--- src/rtl/instruction_fetch.sv ---
// ============================================================================
// instruction_fetch
// ----------------------------------------------------------------------------
// Fetch stage of the pipelined ARMv8-subset CPU. It owns the program counter,
// drives the combinational instruction-memory read address and registers the
// fetched word plus its PC into the IF/ID boundary consumed by the decoder.
// The decoder feeds back BrTaken/UncondBr/imm26/imm19 for the instruction
// currently held in IF/ID. A taken branch redirects the PC and squashes the
// wrong-path word that was being fetched in the same cycle, so every taken
// branch costs exactly one bubble.
//
// Parameters:
//   ADDR_W     PC / instruction address width in bits (must exceed 26)
//   RESET_PC   PC value loaded on reset
//   NOP_INSTR  instruction word placed in IF/ID for a bubble
//
// Ports:
//   clk          in   clock, rising-edge active
//   reset        in   asynchronous, active-high reset
//   stall        in   hold PC and IF/ID this cycle
//   BrTaken      in   branch for the IF/ID instruction is taken
//   UncondBr     in   1 selects imm26, 0 selects imm19
//   imm26        in   B-type offset in words
//   imm19        in   CB-type offset in words
//   imem_addr    out  instruction-memory address (current PC)
//   imem_rdata   in   instruction word at imem_addr, same cycle
//   instruction  out  IF/ID instruction word
//   if_pc        out  PC of the IF/ID instruction
//   if_valid     out  IF/ID holds a real instruction (0 = bubble)
//
// Optional feature (macro FETCH_PERF_EN):
//   perf_fetched    out  saturating count of real instructions loaded
//   perf_redirects  out  saturating count of accepted redirects
// When FETCH_PERF_EN is undefined these ports and counters are absent.
//
// Decoder obligation: RegWrite/MemWr/FlagE must be gated with if_valid.
// ============================================================================
module instruction_fetch #(
    parameter int                 ADDR_W    = 64,
    parameter logic [ADDR_W-1:0]  RESET_PC  = '0,
    parameter logic [31:0]        NOP_INSTR = 32'hD503201F
) (
    input  logic              clk,
    input  logic              reset,
    input  logic              stall,
    input  logic              BrTaken,
    input  logic              UncondBr,
    input  logic [25:0]       imm26,
    input  logic [18:0]       imm19,
    output logic [ADDR_W-1:0] imem_addr,
    input  logic [31:0]       imem_rdata,
    output logic [31:0]       instruction,
    output logic [ADDR_W-1:0] if_pc,
    output logic              if_valid
`ifdef FETCH_PERF_EN
    ,
    output logic [31:0]       perf_fetched,
    output logic [31:0]       perf_redirects
`endif
);

    // ------------------------------------------------------------------
    // State
    // ------------------------------------------------------------------
    logic [ADDR_W-1:0] r_pc;
    logic [31:0]       r_instr;
    logic [ADDR_W-1:0] r_if_pc;
    logic              r_if_valid;

    // ------------------------------------------------------------------
    // Next-state helpers
    // ------------------------------------------------------------------
    logic [ADDR_W-1:0] w_off_sext;
    logic [ADDR_W-1:0] w_target;
    logic [ADDR_W-1:0] w_pc_inc;
    logic              w_redirect;
    logic              w_fetch;

    // Select and sign-extend the decoder offset to full address width.
    always_comb begin
        w_off_sext = '0;
        if (UncondBr) begin
            w_off_sext = {{(ADDR_W-26){imm26[25]}}, imm26};
        end else begin
            w_off_sext = {{(ADDR_W-19){imm19[18]}}, imm19};
        end
    end

    // Word offset becomes a byte offset; the add wraps modulo 2^ADDR_W, and
    // the two zero LSBs keep the target word-aligned relative to if_pc.
    assign w_target = r_if_pc + (w_off_sext << 2'd2);

    // Sequential next PC; wraps to 0 past the top of the address space.
    assign w_pc_inc = r_pc + {{(ADDR_W-3){1'b0}}, 3'd4};

    // A bubble in IF/ID never redirects, and a stall defers the redirect
    // because the decoder re-presents BrTaken while the branch is held.
    assign w_redirect = (!stall) && BrTaken && r_if_valid;
    assign w_fetch    = (!stall) && (!w_redirect);

    // PC and IF/ID boundary registers, priority: reset, stall, redirect, fetch.
    always_ff @(posedge clk or posedge reset) begin
        if (reset) begin
            r_pc       <= RESET_PC;
            r_instr    <= NOP_INSTR;
            r_if_pc    <= '0;
            r_if_valid <= 1'b0;
        end else if (stall) begin
            r_pc       <= r_pc;
            r_instr    <= r_instr;
            r_if_pc    <= r_if_pc;
            r_if_valid <= r_if_valid;
        end else if (w_redirect) begin
            // Squash the wrong-path word fetched this cycle; if_pc keeps the
            // branch PC until the target instruction lands.
            r_pc       <= w_target;
            r_instr    <= NOP_INSTR;
            r_if_pc    <= r_if_pc;
            r_if_valid <= 1'b0;
        end else begin
            r_pc       <= w_pc_inc;
            r_instr    <= imem_rdata;
            r_if_pc    <= r_pc;
            r_if_valid <= 1'b1;
        end
    end

    // ------------------------------------------------------------------
    // Outputs are straight register copies
    // ------------------------------------------------------------------
    assign imem_addr   = r_pc;
    assign instruction = r_instr;
    assign if_pc       = r_if_pc;
    assign if_valid    = r_if_valid;

`ifdef FETCH_PERF_EN
    // ------------------------------------------------------------------
    // Performance counters (saturating)
    // ------------------------------------------------------------------
    logic [31:0] r_perf_fetched;
    logic [31:0] r_perf_redirects;

    // Count real fetches and accepted redirects, holding at all-ones.
    always_ff @(posedge clk or posedge reset) begin
        if (reset) begin
            r_perf_fetched   <= 32'd0;
            r_perf_redirects <= 32'd0;
        end else begin
            if (w_fetch && (r_perf_fetched != 32'hFFFF_FFFF)) begin
                r_perf_fetched <= r_perf_fetched + 32'd1;
            end else begin
                r_perf_fetched <= r_perf_fetched;
            end
            if (w_redirect && (r_perf_redirects != 32'hFFFF_FFFF)) begin
                r_perf_redirects <= r_perf_redirects + 32'd1;
            end else begin
                r_perf_redirects <= r_perf_redirects;
            end
        end
    end

    assign perf_fetched   = r_perf_fetched;
    assign perf_redirects = r_perf_redirects;
`endif

endmodule

--- config.mk ---
export PLATFORM = sky130hd
export DESIGN_NAME = instruction_fetch
export DESIGN_NICKNAME = d
export VERILOG_FILES = /design/src/rtl/instruction_fetch.sv
export SDC_FILE = /design/constraint.sdc
export NUM_CORES = 1
export LEC_CHECK = 0
export CORE_MARGIN = 2
export CORE_UTILIZATION = 35
export CTS_CLUSTER_DIAMETER = 60
export DETAILED_ROUTE_END_ITERATION = 10
export PLACE_DENSITY_LB_ADDON = 0.12
export RECOVER_POWER = 100
export SYNTH_ARGS = -nofsm -noshare
export SYNTH_HDL_FRONTEND = slang
export SYNTH_SLANG_ARGS = --single-unit
--- constraint.sdc ---
create_clock -name clk -period 4.8 [get_ports clk]
set_clock_uncertainty 0.2 [all_clocks]
set_input_delay 0.48 -clock clk [delete_from_list [all_inputs] [get_ports clk]]
set_output_delay 0.48 -clock clk [all_outputs]
set_load 0.01 [all_outputs]
* Word-level counts from Yosys, hierarchy flattened
Index checks and enable logic that the tools add are counted.
Storage, ports and cells: register bits after elaboration 161, latch bits 0, RAM bits 0, bits in read-only memories 0, memories kept 0
Operators by class: add/subtract/negate cells 2, $mul 0, div/mod/pow operators 0, magnitude comparators 0, equality and inequality tests 0, shift operators 0, multiplexer cells 4, bitwise gates (word level) 2, reduce and logical (&&, ||, !) cells 4
Operators by type and width (count):
- 64-bit by 3-bit adder with 64-bit output (second input constant) | 1
- 64-bit adder | 1
- 64-bit 2-to-1 mux | 1
- 62-bit 2-to-1 mux | 1
- 32-bit 2-to-1 mux | 1
- 1-bit logical AND | 2
- 1-bit inverter | 2
- 2-bit AND reduction | 1
- 1-bit logical NOT | 1
- 1-bit 2-to-1 mux | 1

* Depth between registers and ports, before layout
word-level depth 5, mapped depth 17, depth with buffers taken out 14

* Worst setup path before layout
Ideal clock, no wire load.
kind input to register, start point input UncondBr, end point register r_pc[62], in the netlist imem_addr[62], setup time 0.104 ns, arrival time 4.158 ns, required time 4.496 ns, path slack 0.338 ns, stages 17, path buffers 3, cells stage by stage clkbuf_1 -> nand2b_1 -> clkbuf_1 -> a21boi_0 -> inv_1 -> ha_1 -> clkbuf_1 -> and3_1 -> and2_1 -> nand4_1 -> a21o_1 -> a31o_2 -> a31oi_1 -> a41o_1 -> a31o_2 -> o41ai_1 -> a221oi_1
On the way: longest elaborated chain between the ends 3
Ends and longest elaborated chain:
- from (decl) | line 47 | input logic UncondBr,
- 62-bit 2-to-1 mux | line 82 | if (UncondBr) begin
- 64-bit adder | line 91 | assign w_target = r_if_pc + (w_off_sext << 2'd2);
- 64-bit 2-to-1 mux | line 113 | end else if (w_redirect) begin
- to (signal assigned) | line 109 | r_pc <= r_pc;
- to (signal assigned) | line 116 | r_pc <= w_target;
- to (signal assigned) | line 121 | r_pc <= w_pc_inc;
- to (decl) | line 65 | logic [ADDR_W-1:0] r_pc;
No other way between the ends. A chain may end at the register's enable or synchronous reset.

* Final worst setup path
start point input UncondBr, end point register r_pc[50], in the netlist imem_addr[50]
Same word-level chain as after synthesis.

==> results_dict.tcl <==
set metrics [dict create \
    status "finished, violations left" \
    violations "capacitance limit, slew limit" \
    layout_min_cycle_time_ps 4440 \
    cp_data_required_time_ps 4930 \
    start_util_pct 35.7 \
    antenna_found_initial 0 \
    wirelength_mm 34.2 \
    layout-drive-gt1-share_pct 13.7 \
    powerDensity_nw_per_um2 618 \
    cpPeakStageDelay_ps 700 \
    netlist.area_leader.share_pct 33.7 \
    grt_use_total_pct 21.3 \
    yosysUniqueCellTypes 72 \
    synth_edf_count 0 \
    drt_iter0_markers 649 \
    r2r_slack_ps 980 \
    multi_input_area_um2 6620 \
    cts_buffers 17 \
    ctsResizeCount 0 \
    io_pins 243 \
    ir_worst_vdd_uv 230 \
    clockBufferDepth 2 \
    rsz0062_at_grt "false" \
    yosys-top-cells-area "dfrtp_1 (34%), mux2_2 (8.5%), ha_1 (7.1%)" \
    timing.fmax_mhz 225 \
    yosys_warnings 0 \
    synth_cells 1222 \
    die_w_um 181 \
    final-seq-area_um2 4050 \
    clock_sinks 161 \
    wl_per_cell_um 18.1 \
    syn_to_final_growth_pct 33.5 \
    h-tree-depth 4 \
    setup_viol 0 \
    io_buffers 242 \
    worstPathArrival_ps 4570 \
    path_class "in2reg" \
    cts_setup_buffers 0 \
    place_hpwl_mm 26.1 \
    ys_seq_area_share_pct 36.8 \
    grt_max_degree 76 \
    dr.pass1.iters 5 \
    ys_seq_elements 161 \
    hold_path_class "reg2reg" \
    grt_pass1_vias 10000 \
    drc_errors 0 \
    die_h_um 181 \
    endpoint_kind "register" \
    finalCritPeriodShare_pct 92.5 \
    cp-start-kind "input pin" \
    cts_tree "built" \
    gp_congestion 0.874 \
    fin_nets 1621 \
    layout_commonest_cell "nand2_1" \
    syn_nets 1367 \
    crit_slowest_cell "dlygate4sd3_1" \
    final_cell_mix "nand2_1 (176), dlygate4sd3_1 (164), dfrtp_1 (148)" \
    timing.slew.headroom_pct -51.1 \
    final_util_pct 47.7 \
    tns_ps 0 \
    synth_area_per_cell_um2 8.99 \
    core_um2 30700 \
    cts_hold_buf 0 \
    fill_cells 3009 \
    antennaDiodeCount 0 \
    synth_area_um2 11000 \
    drv_slew 223 \
    ys.flop_type "dfrtp_1" \
    finalHoldViolations 0 \
    maxCapViolCount 5 \
    ant_nets 0 \
    worst_slew_pin_slew_ps 2270 \
    overflow 0 \
    grt_pass1_wl_mm 55.8 \
    vias 9922 \
    worstPathMaxFanout 24 \
    leakage_uw 0.00656 \
    clk_latency_ps 450 \
    routed_via_density 5.26 \
    rows 64 \
    synthArstFlopShare_pct 100 \
    timing.hold.ws_ps 285 \
    crit_chain "dlygate4sd3_1 -> buf_12 -> mux2_2 -> ha_1 -> nand3_1 -> or4_1 -> a211o_1 -> nand4_1 -> a41oi_4 -> o31ai_2 -> a21oi_1 -> xor2_1 -> o21ai_0" \
    dieArea_um2 32800 \
    root_buffer "clkbuf_16" \
    clk_pin_slew_ps 70 \
    yosysTopAreaCell "dfrtp_1" \
]
layout make-up:
class                   instances  area share, %
multi-input cells             982           45.1
flip-flops and latches        161           27.6
repair buffers                294           19.3
well taps                     396           3.38
clock buffers                  17           2.90
clock inverters                15           1.24
inverters                      20          0.520
report_power, final:
group	switching, uW	total (uW)	leakage [uW]	internal (uW)
combinational	2550	5020	0.00431	2460
clock	699	1450	0.000297	754
sequential	702	2590	0.00195	1890
total	3960	9060	0.00656	5110
path summary, 6_finish.rpt:
kind                            startpoint         endpoint  cells after the start
setup / recovery                  UncondBr    imem_addr[50]                     13
hold / removal             instruction[31]  instruction[31]                      2
setup reg to reg                  if_valid        if_pc[38]                      4
hold reg to reg            instruction[31]  instruction[31]                      2
max in group asynchronous            reset    imem_addr[44]                      3
min in group asynchronous            reset  instruction[11]                      2
critical path, delay by kind of cell:
family | cells | cell delay, ps
adders and majority gates | 1 | 450
muxes | 1 | 350
AOI/OAI and AO/OA | 5 | 1310
buffers and inverters | 2 | 920
xor gates and xnor gates | 1 | 170
and+or+nand+nor | 3 | 880
metrics by stage:
step                instances  worst slack [ps]  total power, uW  area [um^2]
global route             1885               126             9790        14700
CTS                      1885               551             9370        14700
finish                   1885               360             9060        14700
global placement         1853               116             7850        14100
detailed placement       1853              83.7             7850        14100
floorplan                1222               338             5490        11000
cells in the mapped netlist, types with 3 or more instances:
cell type    n
nand3_1     35
a31oi_1     11
and4_2       3
a221oi_1     4
o21ai_0    109
inv_1       20
a21o_1      42
dfstp_2     13
a21oi_1     82
nand2b_1     8
o21ai_1      3
o31ai_1      3
nor2b_1      3
buf_1        7
xor2_1      47
dfrtp_1    148
mux2_2      83
o21bai_1    11
nand2_1    176
a31o_2       6
nand4_1     29
nor2_1      78
and4_1      11
ha_1        62
o21a_1      10
mux2i_1      4
nor4_1       6
a21boi_0     4
clkbuf_1    45
o41ai_1      3
and3_1      17
xnor2_1     64
and3_2       3
and2_1       8
buf_2        3
nor3_1      16
registers in the layout, indices dropped and copies added, names as in the netlist:
signal	flops
instruction	32
if_valid	1
imem_addr	64
if_pc	64
kinds of logic (layout without fill, tap and decap cells):
| logic type | after synthesis | in the layout | synth area share, % |
|---|---|---|---|
| simple gates | 412 | 412 | 18.1 |
| flops | 161 | 161 | 36.8 |
| mux | 87 | 87 | 8.87 |
| compound gates | 309 | 309 | 17.3 |
| fa+ha+maj | 63 | 63 | 7.24 |
| buf+inv | 79 | 346 | 2.88 |
| xor+xnor | 111 | 111 | 8.85 |
metal layers:
layer | up-vias | track usage (%) | wire length (um)
met5 | - | 0 | 0
li1 | 4898 | - | -
met3 | 24 | 5.89 | 2470
met4 | 0 | 5.04 | 344
met1 | 4702 | 30.1 | 16500
met2 | 298 | 32.2 | 14900
(Power assumes the default switching activity.)
